**src/rtl/drop_actuator.sv**
```systemverilog
// Hatch controller: it latches a fall time on a qualified request, counts it down in
// prescaled units, holds the hatch open for a fixed window, and then cools down.
module drop_actuator #(
   parameter int CLK_PER_UNIT = 4,
   parameter int HOLD_CYCLES  = 8,
   parameter int COOLDOWN     = 4
) (
   input  logic        clk,
   input  logic        rst,
   input  logic        drop_activated,
   input  logic        drop_en,
   input  logic [15:0] t_act,
   input  logic        abort,
   output logic        busy,
   output logic        hatch_open,
   output logic        done,
   output logic        aborted,
   output logic [15:0] remaining,
   output logic [1:0]  fsm_state
);

   localparam int PW = (CLK_PER_UNIT > 1) ? $clog2(CLK_PER_UNIT) : 1;
   localparam int HW = (HOLD_CYCLES  > 1) ? $clog2(HOLD_CYCLES)  : 1;
   localparam int CW = (COOLDOWN     > 1) ? $clog2(COOLDOWN)     : 1;

   localparam logic [PW-1:0] PRESC_LAST = PW'(CLK_PER_UNIT - 1);
   localparam logic [HW-1:0] HOLD_LAST  = HW'(HOLD_CYCLES - 1);
   localparam logic [CW-1:0] COOL_LAST  = CW'(COOLDOWN - 1);

   typedef enum logic [1:0] {
      S_IDLE  = 2'd0,
      S_COUNT = 2'd1,
      S_OPEN  = 2'd2,
      S_COOL  = 2'd3
   } state_t;

   state_t          state;
   state_t          state_next;
   logic [PW-1:0]   presc;
   logic [PW-1:0]   presc_next;
   logic [HW-1:0]   hold_cnt;
   logic [HW-1:0]   hold_next;
   logic [CW-1:0]   cool_cnt;
   logic [CW-1:0]   cool_next;
   logic [15:0]     remaining_next;
   logic            req_prev;
   logic            accept;
   logic            busy_next;
   logic            hatch_next;
   logic            done_next;
   logic            aborted_next;

   assign fsm_state = state;

   // The status outputs are registered from the next state, so they never see the inputs combinationally.
   always_ff @(posedge clk or posedge rst) begin
      if (rst) begin
         state      <= S_IDLE;
         presc      <= '0;
         hold_cnt   <= '0;
         cool_cnt   <= '0;
         remaining  <= '0;
         req_prev   <= 1'b0;
         busy       <= 1'b0;
         hatch_open <= 1'b0;
         done       <= 1'b0;
         aborted    <= 1'b0;
      end else begin
         state      <= state_next;
         presc      <= presc_next;
         hold_cnt   <= hold_next;
         cool_cnt   <= cool_next;
         remaining  <= remaining_next;
         req_prev   <= drop_activated;
         busy       <= busy_next;
         hatch_open <= hatch_next;
         done       <= done_next;
         aborted    <= aborted_next;
      end
   end

   always_comb begin
      state_next     = state;
      presc_next     = presc;
      hold_next      = hold_cnt;
      cool_next      = cool_cnt;
      remaining_next = remaining;
      done_next      = 1'b0;
      aborted_next   = 1'b0;
      accept         = drop_activated & ~req_prev & drop_en;

      case (state)
         S_IDLE: begin
            if (accept) begin
               presc_next = '0;
               hold_next  = '0;
               if (t_act != 16'd0) begin
                  state_next     = S_COUNT;
                  remaining_next = t_act;
               end else begin
                  state_next     = S_OPEN;
                  remaining_next = 16'd0;
               end
            end
         end

         S_COUNT: begin
            // Cancellation wins over the final unit wrap on the same edge.
            if (abort || !drop_en) begin
               state_next     = S_IDLE;
               aborted_next   = 1'b1;
               remaining_next = 16'd0;
               presc_next     = '0;
            end else if (presc == PRESC_LAST) begin
               presc_next = '0;
               if (remaining != 16'd0) begin
                  remaining_next = remaining - 16'd1;
               end
               if (remaining <= 16'd1) begin
                  state_next = S_OPEN;
                  hold_next  = '0;
               end
            end else begin
               presc_next = presc + PW'(1);
            end
         end

         S_OPEN: begin
            if (hold_cnt == HOLD_LAST) begin
               state_next = S_COOL;
               hold_next  = '0;
               cool_next  = '0;
               done_next  = 1'b1;
            end else begin
               hold_next = hold_cnt + HW'(1);
            end
         end

         S_COOL: begin
            if (cool_cnt == COOL_LAST) begin
               state_next = S_IDLE;
               cool_next  = '0;
            end else begin
               cool_next = cool_cnt + CW'(1);
            end
         end

         default: begin
            state_next = S_IDLE;
         end
      endcase

      busy_next  = (state_next != S_IDLE);
      hatch_next = (state_next == S_OPEN);
   end

endmodule
```
**config.mk**
```make
export PLATFORM = sky130hd
export DESIGN_NAME = drop_actuator
export DESIGN_NICKNAME = d
export VERILOG_FILES = /design/src/rtl/drop_actuator.sv
export SDC_FILE = /design/constraint.sdc
export NUM_CORES = 1
export LEC_CHECK = 0
export CORE_ASPECT_RATIO = 0.6
export CORE_UTILIZATION = 53
export CTS_CLUSTER_DIAMETER = 150
export DETAILED_ROUTE_END_ITERATION = 10
export PLACE_DENSITY = 0.84
export SYNTH_ARGS = -nofsm -noshare
export SYNTH_HDL_FRONTEND = slang
export SYNTH_SLANG_ARGS = --single-unit
```
**constraint.sdc**
```tcl
create_clock -name clk -period 5.5 [get_ports clk]
set_clock_uncertainty 0.05 [all_clocks]
set_input_delay 1.1 -clock clk [delete_from_list [all_inputs] [get_ports clk]]
set_output_delay 1.1 -clock clk [all_outputs]
set_load 0.1 [all_outputs]
```
==> run summary <==
The run finished with clean final reports. The first detailed-routing pass took 5 iterations. The die span in x was 77.7 µm; the post-synthesis async set-or-reset flop share was 100%. The source of the worst hold timing path was hold_cnt[2].

The number of flops mapped to enable cells by yosys was 0. The destination of the critical timing path is fsm_state[0]. Worst flop-to-flop path startpoint: fsm_state[0].

The average instance in the mapped netlist occupies 9.25 µm². Once the clock tree was built, the setup fixing pass inserted 0 buffers. TritonCTS built the clock tree.

Yosys printed 0 warnings. The total number of cells along the worst setup path was 1. Kind of path behind the tightest hold check: reg2reg. The tools report the count of filler cells inserted in the layout as 238. The maximum level of the CTS H-tree came out at 2.

Tracing the worst setup path back leads to its startpoint at fsm_state[0]. After routing, the total negative slack on setup checks comes to 0 ns. At the end of routability-driven placement, the weighted congestion stood at 0.914. For the estimated wirelength of the detail-placed design, the log shows 3570 µm. CTS placed an instance of sky130_fd_sc_hd__clkbuf_8 at the clock tree root.

The run gives 34.6% as the max-slew headroom at the worst pin. Yosys instantiated no cell more often than sky130_fd_sc_hd__dfrtp_1. The total overflow left after global routing is 0. The first global-routing pass estimated 7690 µm of wire. The remaining design rule violation count was 0.

The count of buffers from port buffering is 42, and the die outline area is 3690 µm². After synthesis, the most frequently instantiated cells are sky130_fd_sc_hd__dfrtp_1 (30), sky130_fd_sc_hd__o21ai_0 (21), sky130_fd_sc_hd__nor2_1 (16). Reg-to-reg critical path endpoint: remaining[1]. For the worst-skew pair, the clock arrives at the later sink with an insertion delay of 0.29 ns. With fillers left out, the area of the finished cells amounts to 2370 µm².

The number of flip-flops and latches in the synthesized netlist was 30; the area after detailed placement was 2270 µm². The count of cells along the worst hold path was 1; the minimum setup slack among reg-to-reg paths was 3.21 ns. Pin placement for this block handled 43 I/O pins.

Timing would allow up to 305 MHz. The netlist uses 49 different library cells. The final-report hold violation count was 0; the number of diodes added for antenna fixing was 0. After synthesis, the cell types taking the most area are sky130_fd_sc_hd__dfrtp_1 (41%), sky130_fd_sc_hd__o21ai_0 (5.8%), sky130_fd_sc_hd__ha_1 (4.8%).

Dividing the detail-routed via count by the number of cells gives 6.38. The core box area is 3260 µm². The tools report the launching element type of the critical path as a flop. The routed design could run at a clock period as short as 3.28 ns.

In the finished design, the share of the clock period the worst path needs comes to 59.6%. The mapped netlist covers 1820 µm². Total buffers and inverters traversed by the critical path: 1.

The share of the Yosys chip area taken by registers is 41.2%. The tools report the static leakage as 0.000956 µW. Max-cap violations in this run came to 0.

Synthesis handed over a netlist of 197 instances. Kind of cell adding the most delay to the critical path: buffers and inverters. Compared with the post-synthesis result, the final layout area differs by 30.3%. Clock tree synthesis found a total of 30 sinks. In the final routed layout, each cell accounts on average for 17.4 µm. The total detailed-routing wirelength was 4950 µm; the effective utilization at floorplan was 55.9%. The worst register-to-register path has a depth of 5. The largest net degree at the start of global routing came out at 31.

The maximum buffer depth of the clock tree is 2, and the required time at the worst-slack endpoint is 4.35 ns. Portion of synthesized cell area occupied by the leading cell type: 41.2%. Across every metal layer, demand over resource in global routing totals 28.9%.

The tools report the number of DRC violations after detailed-routing iteration 0 as 265. Number of setup violations in the final report: 0. Setup repair after global routing left no endpoint under its margin. In the final layout, the share of cells above drive strength 1 is 7.95%. The master of the slowest instance on the critical path is sky130_fd_sc_hd__clkdlybuf4s50_1. The critical path arrival is 2.13 ns. In this run the remaining antenna-violating nets after routing total 0.

The critical path goes through clkdlybuf4s50_1. The clock-pin transition on the worst setup and hold timing paths is 0.06 ns, and the number of rows in the core area is 16. The tools report the worst ir drop on vdd as 0.000260 V. The number of global-route vias before repair was 1,544. The total vias in the final route was 1,813; the die outline height was 47.4 µm.

The logs give 0 for the number of antenna violations at the first check in global routing and 0 for the post-cts hold buffer count. STA classifies the critical path endpoint as an output pin. The post-cts sizing count is 0, and the number of buffers inserted during clock tree synthesis is 5.

Largest stage delay on the critical path: 1.22 ns. The type of the worst setup path was reg2out. At the pin with the least slew margin, the transition time is 0.978 ns.

For the net count after synthesis, the log shows 225. The tools report the max-slew violation count as 0. The dominant synthesized flop cell was sky130_fd_sc_hd__dfrtp_1. Summed over all instances, the cell type with the most area after synthesis is sky130_fd_sc_hd__dfrtp_1. Along the worst path, the maximum fanout reaches 16. The power per standard cell area works out to 399 nW/µm².

At the end of the flow, the number of nets in the layout was 266.
[placed cells by master, fill, tap and decap left out, types with 7 or more instances in the layout]
cell type	count
sky130_fd_sc_hd__ha_1	7
sky130_fd_sc_hd__nor3_1	7
sky130_fd_sc_hd__a21oi_1	12
sky130_fd_sc_hd__nand2_1	15
sky130_fd_sc_hd__inv_1	10
sky130_fd_sc_hd__o21ai_0	21
sky130_fd_sc_hd__dfrtp_1	30
sky130_fd_sc_hd__clkdlybuf4s50_1	42
sky130_fd_sc_hd__nor2_1	16
[worst min-delay path by stage]
stage	endpoint
after floorplan	cool_cnt[1]
after global placement	cool_cnt[1]
after detailed placement	hold_cnt[2]
after CTS	hold_cnt[2]
after global routing	cool_cnt[1]
final	hold_cnt[2]
[cell type report]
type,instances,area [µm²],area share (%)
Tap cell,45,56.3,2.37
Timing Repair Buffer,43,428,18.0
Clock buffer,7,76.3,3.21
Sequential cell,30,751,31.6
Clock inverter,1,30.0,1.26
Multi-Input combinational cell,148,996,41.9
Inverter,10,37.5,1.58
[metrics by stage]
step	power, µW	instances	util (%)	setup slack, ns	hold slack (ns)
after global placement	719	276	69.5	2.36	0.447
final	947	284	72.8	2.22	0.477
after global routing	979	284	72.8	2.14	0.496
after floorplan	613	197	-	3.03	0.420
after detailed placement	725	276	69.5	2.30	0.459
after CTS	942	284	72.8	2.23	0.475
[metal layers]
layer / up-vias / routed length, µm / track usage (%)
met2: 124 / 2000 / 40.7
met1: 853 / 2420 / 44.7
met4: 0 / 44 / 8.30
li1: 831 / - / -
met3: 5 / 489 / 6.29
met5: - / 0 / 0
[power breakdown]
| part | internal [µW] | total, µW | leakage [µW] | switching (µW) |
|---|---|---|---|---|
| Sequential | 251 | 308 | 0.000388 | 56.6 |
| Combinational | 105 | 419 | 0.000516 | 315 |
| Clock | 135 | 220 | 0.0000524 | 84.4 |
| Total | 491 | 947 | 0.000956 | 456 |
[state kept, by name, summed over array words and instances, names as in the netlist]
| register | flops |
|---|---|
| cool_cnt | 2 |
| aborted | 1 |
| busy | 1 |
| done | 1 |
| remaining | 16 |
| hold_cnt | 3 |
| presc | 2 |
| req_prev | 1 |
| fsm_state | 2 |
| hatch_open | 1 |
[cell families (layout without fill, tap and decap cells)]
logic type	after synthesis	after routing	share of synthesized area, %
DFF	30	30	41.2
AOI/OAI and AO/OA	71	71	26.8
and+or+nand+nor	68	68	21.8
muxes	2	2	1.24
buffers and inverters	19	61	4.19
adders and majority gates	7	7	4.80
Power figures use the tool's default switching activity.
